==> src/rtl/alu_ex_stage_pkg.sv <==
// Shared types for the EX/MEM stage: ALU op codes, the captured payload and
// the skid-buffer occupancy states.
package alu_ex_stage_pkg;

    localparam int P_WIDTH = 32;
    localparam int P_RD_W  = 5;

    localparam logic [1:0] ALU_AND = 2'd0;
    localparam logic [1:0] ALU_OR  = 2'd1;
    localparam logic [1:0] ALU_ADD = 2'd2;
    localparam logic [1:0] ALU_CMP = 2'd3;

    typedef struct packed {
        logic [P_WIDTH-1:0] result;
        logic               zero;
        logic               cout;
        logic [P_RD_W-1:0]  rd;
        logic               reg_write;
        logic               mem_read;
        logic               mem_write;
        logic               branch_taken;
        logic               ovf_exc;
    } ex_payload_t;

    typedef enum logic [1:0] {
        ST_EMPTY = 2'd0,
        ST_ONE   = 2'd1,
        ST_TWO   = 2'd2
    } skid_state_t;

endpackage

==> src/rtl/alu_ex_payload_pack.sv <==
// Combinational derivation of the stage payload from raw ALU outputs and
// forwarded control fields.
module alu_ex_payload_pack
    import alu_ex_stage_pkg::*;
(
    input  logic [P_WIDTH-1:0] alu_result_i,
    input  logic               alu_zero_i,
    input  logic               alu_cout_i,
    input  logic               alu_ovf_i,
    input  logic [1:0]         alu_op_i,
    input  logic               ovf_trap_en_i,
    input  logic [P_RD_W-1:0]  rd_i,
    input  logic               reg_write_i,
    input  logic               mem_read_i,
    input  logic               mem_write_i,
    input  logic               branch_i,
    output ex_payload_t        payload_o
);

    logic ovf_exc;
    logic is_add;

    assign is_add  = (alu_op_i == ALU_ADD);
    assign ovf_exc = alu_ovf_i & ovf_trap_en_i & is_add;

    always_comb begin
        payload_o              = '0;
        payload_o.result       = alu_result_i;
        payload_o.zero         = alu_zero_i;
        // Carry is only meaningful for arithmetic ops
        payload_o.cout         = alu_cout_i & is_add;
        payload_o.rd           = rd_i;
        payload_o.reg_write    = reg_write_i & ~ovf_exc;
        payload_o.mem_read     = mem_read_i;
        payload_o.mem_write    = mem_write_i & ~ovf_exc;
        payload_o.branch_taken = branch_i &
                                 ((alu_op_i == ALU_CMP) ? alu_result_i[0] : alu_zero_i);
        payload_o.ovf_exc      = ovf_exc;
    end

endmodule

==> src/rtl/alu_ex_stage.sv <==
// EX/MEM pipeline stage: captures ALU payload behind a 2-entry skid buffer
// with a registered ready, and counts trapping overflows.
module alu_ex_stage
    import alu_ex_stage_pkg::*;
#(
    parameter int WIDTH = P_WIDTH,
    parameter int RD_W  = P_RD_W,
    parameter int CNT_W = 16
) (
    input  logic             clk_i,
    input  logic             rst_n,
    input  logic             flush_i,
    input  logic             in_valid_i,
    output logic             in_ready_o,
    input  logic [WIDTH-1:0] alu_result_i,
    input  logic             alu_zero_i,
    input  logic             alu_cout_i,
    input  logic             alu_ovf_i,
    input  logic [1:0]       alu_op_i,
    input  logic             ovf_trap_en_i,
    input  logic [RD_W-1:0]  rd_i,
    input  logic             reg_write_i,
    input  logic             mem_read_i,
    input  logic             mem_write_i,
    input  logic             branch_i,
    output logic             out_valid_o,
    input  logic             out_ready_i,
    output logic [WIDTH-1:0] result_o,
    output logic             zero_o,
    output logic             cout_o,
    output logic [RD_W-1:0]  rd_o,
    output logic             reg_write_o,
    output logic             mem_read_o,
    output logic             mem_write_o,
    output logic             branch_taken_o,
    output logic             ovf_exc_o,
    output logic [CNT_W-1:0] ovf_count_o
);

    ex_payload_t  pay_in;
    ex_payload_t  main_q, main_d;
    ex_payload_t  skid_q, skid_d;
    skid_state_t  state_q, state_d;
    logic         in_ready_q;
    logic [CNT_W-1:0] cnt_q, cnt_d;
    logic         accept;
    logic         consume;

    alu_ex_payload_pack u_pack (
        .alu_result_i  (alu_result_i),
        .alu_zero_i    (alu_zero_i),
        .alu_cout_i    (alu_cout_i),
        .alu_ovf_i     (alu_ovf_i),
        .alu_op_i      (alu_op_i),
        .ovf_trap_en_i (ovf_trap_en_i),
        .rd_i          (rd_i),
        .reg_write_i   (reg_write_i),
        .mem_read_i    (mem_read_i),
        .mem_write_i   (mem_write_i),
        .branch_i      (branch_i),
        .payload_o     (pay_in)
    );

    assign out_valid_o = (state_q != ST_EMPTY);
    assign accept      = in_valid_i & in_ready_q;
    assign consume     = out_valid_o & out_ready_i;

    always_comb begin
        state_d = state_q;
        main_d  = main_q;
        skid_d  = skid_q;
        cnt_d   = cnt_q;
        if (flush_i) begin
            state_d = ST_EMPTY;
            main_d  = '0;
            skid_d  = '0;
        end else begin
            if (accept && pay_in.ovf_exc && (cnt_q != {CNT_W{1'b1}}))
                cnt_d = cnt_q + 1'b1;
            case (state_q)
                ST_EMPTY: if (accept) begin
                    main_d  = pay_in;
                    state_d = ST_ONE;
                end
                ST_ONE: begin
                    if (accept && !consume) begin
                        skid_d  = pay_in;
                        state_d = ST_TWO;
                    end else if (accept && consume) begin
                        main_d  = pay_in;
                    end else if (consume) begin
                        state_d = ST_EMPTY;
                    end
                end
                ST_TWO: if (consume) begin
                    main_d  = skid_q;
                    state_d = ST_ONE;
                end
                default: state_d = ST_EMPTY;
            endcase
        end
    end

    always_ff @(posedge clk_i or negedge rst_n) begin
        if (!rst_n) begin
            state_q    <= ST_EMPTY;
            main_q     <= '0;
            skid_q     <= '0;
            in_ready_q <= 1'b1;
            cnt_q      <= '0;
        end else begin
            state_q    <= state_d;
            main_q     <= main_d;
            skid_q     <= skid_d;
            in_ready_q <= (state_d != ST_TWO);
            cnt_q      <= cnt_d;
        end
    end

    assign in_ready_o     = in_ready_q;
    assign result_o       = main_q.result;
    assign zero_o         = main_q.zero;
    assign cout_o         = main_q.cout;
    assign rd_o           = main_q.rd;
    assign reg_write_o    = main_q.reg_write;
    assign mem_read_o     = main_q.mem_read;
    assign mem_write_o    = main_q.mem_write;
    assign branch_taken_o = main_q.branch_taken;
    assign ovf_exc_o      = main_q.ovf_exc;
    assign ovf_count_o    = cnt_q;

endmodule

==> config.mk <==
export PLATFORM = sky130hd
export DESIGN_NAME = alu_ex_stage
export DESIGN_NICKNAME = d
export VERILOG_FILES = /design/src/rtl/alu_ex_stage_pkg.sv /design/src/rtl/alu_ex_payload_pack.sv /design/src/rtl/alu_ex_stage.sv
export SDC_FILE = /design/constraint.sdc
export NUM_CORES = 1
export LEC_CHECK = 0
export CAP_MARGIN = 5
export CORE_UTILIZATION = 53
export CTS_BUF_LIST = sky130_fd_sc_hd__clkbuf_4
export DETAILED_ROUTE_END_ITERATION = 12
export PLACE_DENSITY = 0.83
export SETUP_SLACK_MARGIN = 0.05
export SLEW_MARGIN = 20
export SYNTH_ARGS = -nofsm -noshare
export SYNTH_HDL_FRONTEND = slang
export SYNTH_SLANG_ARGS = --single-unit
==> constraint.sdc <==
create_clock -name clk_i -period 2.1 [get_ports clk_i]
set_input_delay 0.42 -clock clk_i [delete_from_list [all_inputs] [get_ports clk_i]]
set_output_delay 0.42 -clock clk_i [all_outputs]
set_load 0.02 [all_outputs]
==> run_results.csv <==
group,metric,value,unit
run_status,status,"finished clean",
detailed_routing,drt-initial-drc-count,245,
run,max_cap_viol_count,0,
yosys,post_synth_mux_area_share,7.71,%
clock_network,cts_inserted_buffers,9,
place,numPortBuffers,113,
hold_path,holdCritPathClass,"input pin to async pin",
yosys,synth_async_sr_flop_share,100,%
timing,worst_pin_slew,0.756,ns
yosys,synthFlopType,"dfrtp_1",
critical_path,critPathCaptureType,"flop",
die,initial_core_util,54.6,%
global_route,grt_max_degree,48,
yosys,synth_cell_type_count,52,
yosys,fraction_of_synthesized_cell_area_taken_by_the_top_area_cell_type,49.7,%
power,power_frac_clock,18.5,%
timing,post-route-worst-setup-slack,0.0396,ns
yosys,synth_largest_area_cell,"dfrtp_1",
yosys,largest_cells_by_area_after_synthesis,"dfrtp_1 (50%), a211oi_2 (9.4%), mux2i_1 (7.5%)",
die,io_pins,114,
place,detailed_place.area,6720,um^2
global_route,grt-ovfl-total,0,
detailed_routing,wl_cell,17.7,um
finish,area_overhead_vs_synth,29.3,%
die,fp.dieH,102,um
clock_network,root_buffer,"clkbuf_4",
yosys,syn_area,5340,um^2
timing,timing_max_transition_violations_final,0,
yosys,synth.ff_latch_count,107,
power,netSwitchingPower,1.97,mW
timing,period_minus_slack,2.06,ns
finish,final_core_util,70.6,%
global_route,globalRouteTotalUtil,26.6,%
yosys,post_synth_fa_ha_maj_area_fraction,1.17,%
die,fp.dieW,102,um
detailed_routing,firstDrtPassIters,5,
global_route,grt_first_pass_wirelength,21400,um
finish,final_cells,761,
die,placementRows,36,
yosys,synth_top_cells_by_count,"dfrtp_1 (106), nand2_1 (92), a21oi_1 (53), nor3_1 (46)",
global_route,grt_pass1_vias,4406,
timing,timing.final.crit_share,98.1,%
finish,fillCellCount,718,
finish,layout.area.seq,2680,um^2
timing,slew-limit-headroom,49.1,%
yosys,synth_cells,507,
die,design.die.area,10500,um^2
detailed_routing,route.detailed.vias_per_inst,5.70,
timing,timing.clock.skew,0.0209,ns
critical_path,critical_path.reg2reg.startpoint,"state_q[1]",
yosys,synth.net_count,564,
yosys,postSynthAreaPerCell,10.5,um^2
critical_path,worstSetupStartpoint,"state_q[1]",
finish,multi_input_comb_area,2480,um^2
place,place_inst,742,
finish,antennaDiodeCount,0,
yosys,synth_compound_gate_area_share,17.2,%
yosys,yosysSeqAreaShare,50.2,%
critical_path,critPathArrivalTime,2.43,ns
detailed_routing,number_of_vias_after_detailed_routing,4340,
power,report.power.total,5.43,mW
place,dp_slack,-0.167,ns
global_route,antenna_found_initial,0,
critical_path,path_class,"flop to flop",
critical_path,timing.critical_path.from_type,"flop",
finish,finalNetCount,680,
clock_network,cts_tree,"done",
yosys,synth_edf_count,0,
finish,drive_above_1_share,16.9,%
yosys,yosysWarnings,0,
power,power_density,787,nW/um^2
power,internal-power,3.46,mW
clock_network,worst_setup_hold_path_clk_slew,0.18,ns
timing,maximum_clock_frequency,485,MHz
power,fraction_of_power_spent_switching_nets,36.3,%
timing,tns,0,ns
yosys,synth_top_family_by_area,"simple AND/OR/NAND/NOR gates",
critical_path,cp_data_required_time,2.47,ns
detailed_routing,routed_wirelength,13500,um
clock_network,tritoncts_num_sinks,107,
timing,finalSetupViolations,0,
yosys,synth_xor_area_share,2.30,%
power,leakagePower,2.84,nW
yosys,synth_most_common_cell,"dfrtp_1",
clock_network,clock_insertion_delay_worst_skew,0.47,ns
timing,hold_slack,0.424,ns
power,sequential_power_share,45.4,%
yosys,synthSimpleGateAreaFrac,17.4,%
finish,final_area,6900,um^2
place,final_wtd_congestion,0.850,
die,floorplan.core_area,9770,um^2
clock_network,cts_max_level,3,
detailed_routing,final_antenna_net_count,0,
timing,hold_viol_final,0,
power,comb_power_share,36.1,%
power,vdd_ir_drop_max,0.000381,V
place,dpl_wire_length,9000,um
clock_network,clockBufferDepth,2,
critical_path,crit_fanout,22,
detailed_routing,post-route-drc-count,0,
## state kept, by name, indices dropped and copies added, names as in the netlist, 2 cells and up
name         count
skid_q          44
result_o        32
ovf_count_o     16
rd_o             5
state_q          2
## final timing paths
check	endpoint	slack, ns	cells after the start
min in group clk_i	ovf_count_o[2]	0.44	4
max	reg_write_o	0.04	7
min reg2reg	skid_q[16]	0.53	2
max in group asynchronous	skid_q[27]	1.08	3
min	result_o[1]	0.42	2
max reg2reg	reg_write_o	0.04	7
## layer usage
metal | GRT usage, % | vias to the layer above | wire length [um] | share of wire (%)
met5 | 0 | - | 0 | 0
met4 | 10.5 | 0 | 272 | 2.0
met3 | 5.68 | 24 | 723 | 5.4
met2 | 43.2 | 121 | 6740 | 50
met1 | 34.8 | 2144 | 5710 | 42
li1 | - | 2051 | - | -
## repair_timing
| action | 4_1_cts | 5_1_grt |
|---|---|---|
| setup buffers | 1 | 1 |
| endpoints found under the hold margin | 33 | 0 |
| setup endpoints to repair | 4 | 32 |
| hold buffers | 1 | 0 |
| resized for setup | 5 | 12 |
## worst max-delay path, stage by stage, from the launching register on
cell and delay [ns]:
dfrtp_1 0.42, inv_1 0.12, ha_2 0.22, a21bo_1 0.24
and4_4 0.21, or2_2 0.34, buf_12 0.18, a311oi_1 0.22
## logic make-up after synthesis
family | count (synthesis)
and+or+nand+nor | 187
DFF | 107
muxes | 41
AOI/OAI and AO/OA | 111
buffers and inverters | 42
adders and majority gates | 5
xor gates and xnor gates | 14
## power groups by stage
stage,clock network [mW],logic [mW],registers (mW)
after detailed placement,0,1.94,2.50
final,1.00,1.96,2.47
after global routing,1.12,2.10,2.49
after floorplan,0,0.891,2.72
after CTS,1.02,1.95,2.46
after global placement,0,1.89,2.50
## cell type report
class | instances | share of cell area, %
clock buffer | 9 | 0.979
multi-input combinational | 358 | 35.9
timing repair buffer | 144 | 20.8
tap | 133 | 2.41
sequential | 107 | 38.8
clock inverter | 7 | 0.870
inverter | 3 | 0.163
## cell usage in the layout, fill, tap and decap left out, types with 3 or more instances in the layout
cell             count
dfrtp_1            105
clkdlybuf4s50_1    105
nand2_1             92
a21oi_1             52
nor3_1              45
mux2i_1             40
a211oi_2            40
buf_4               26
nand3_1             13
clkbuf_4             9
xor2_1               8
nor2_1               6
and3_1               6
xnor2_1              6
buf_12               5
a211oi_1             4
dlymetal6s2s_1       4
nand3b_1             3
ha_2                 3
Note: power is estimated with default switching activity, not from simulation.
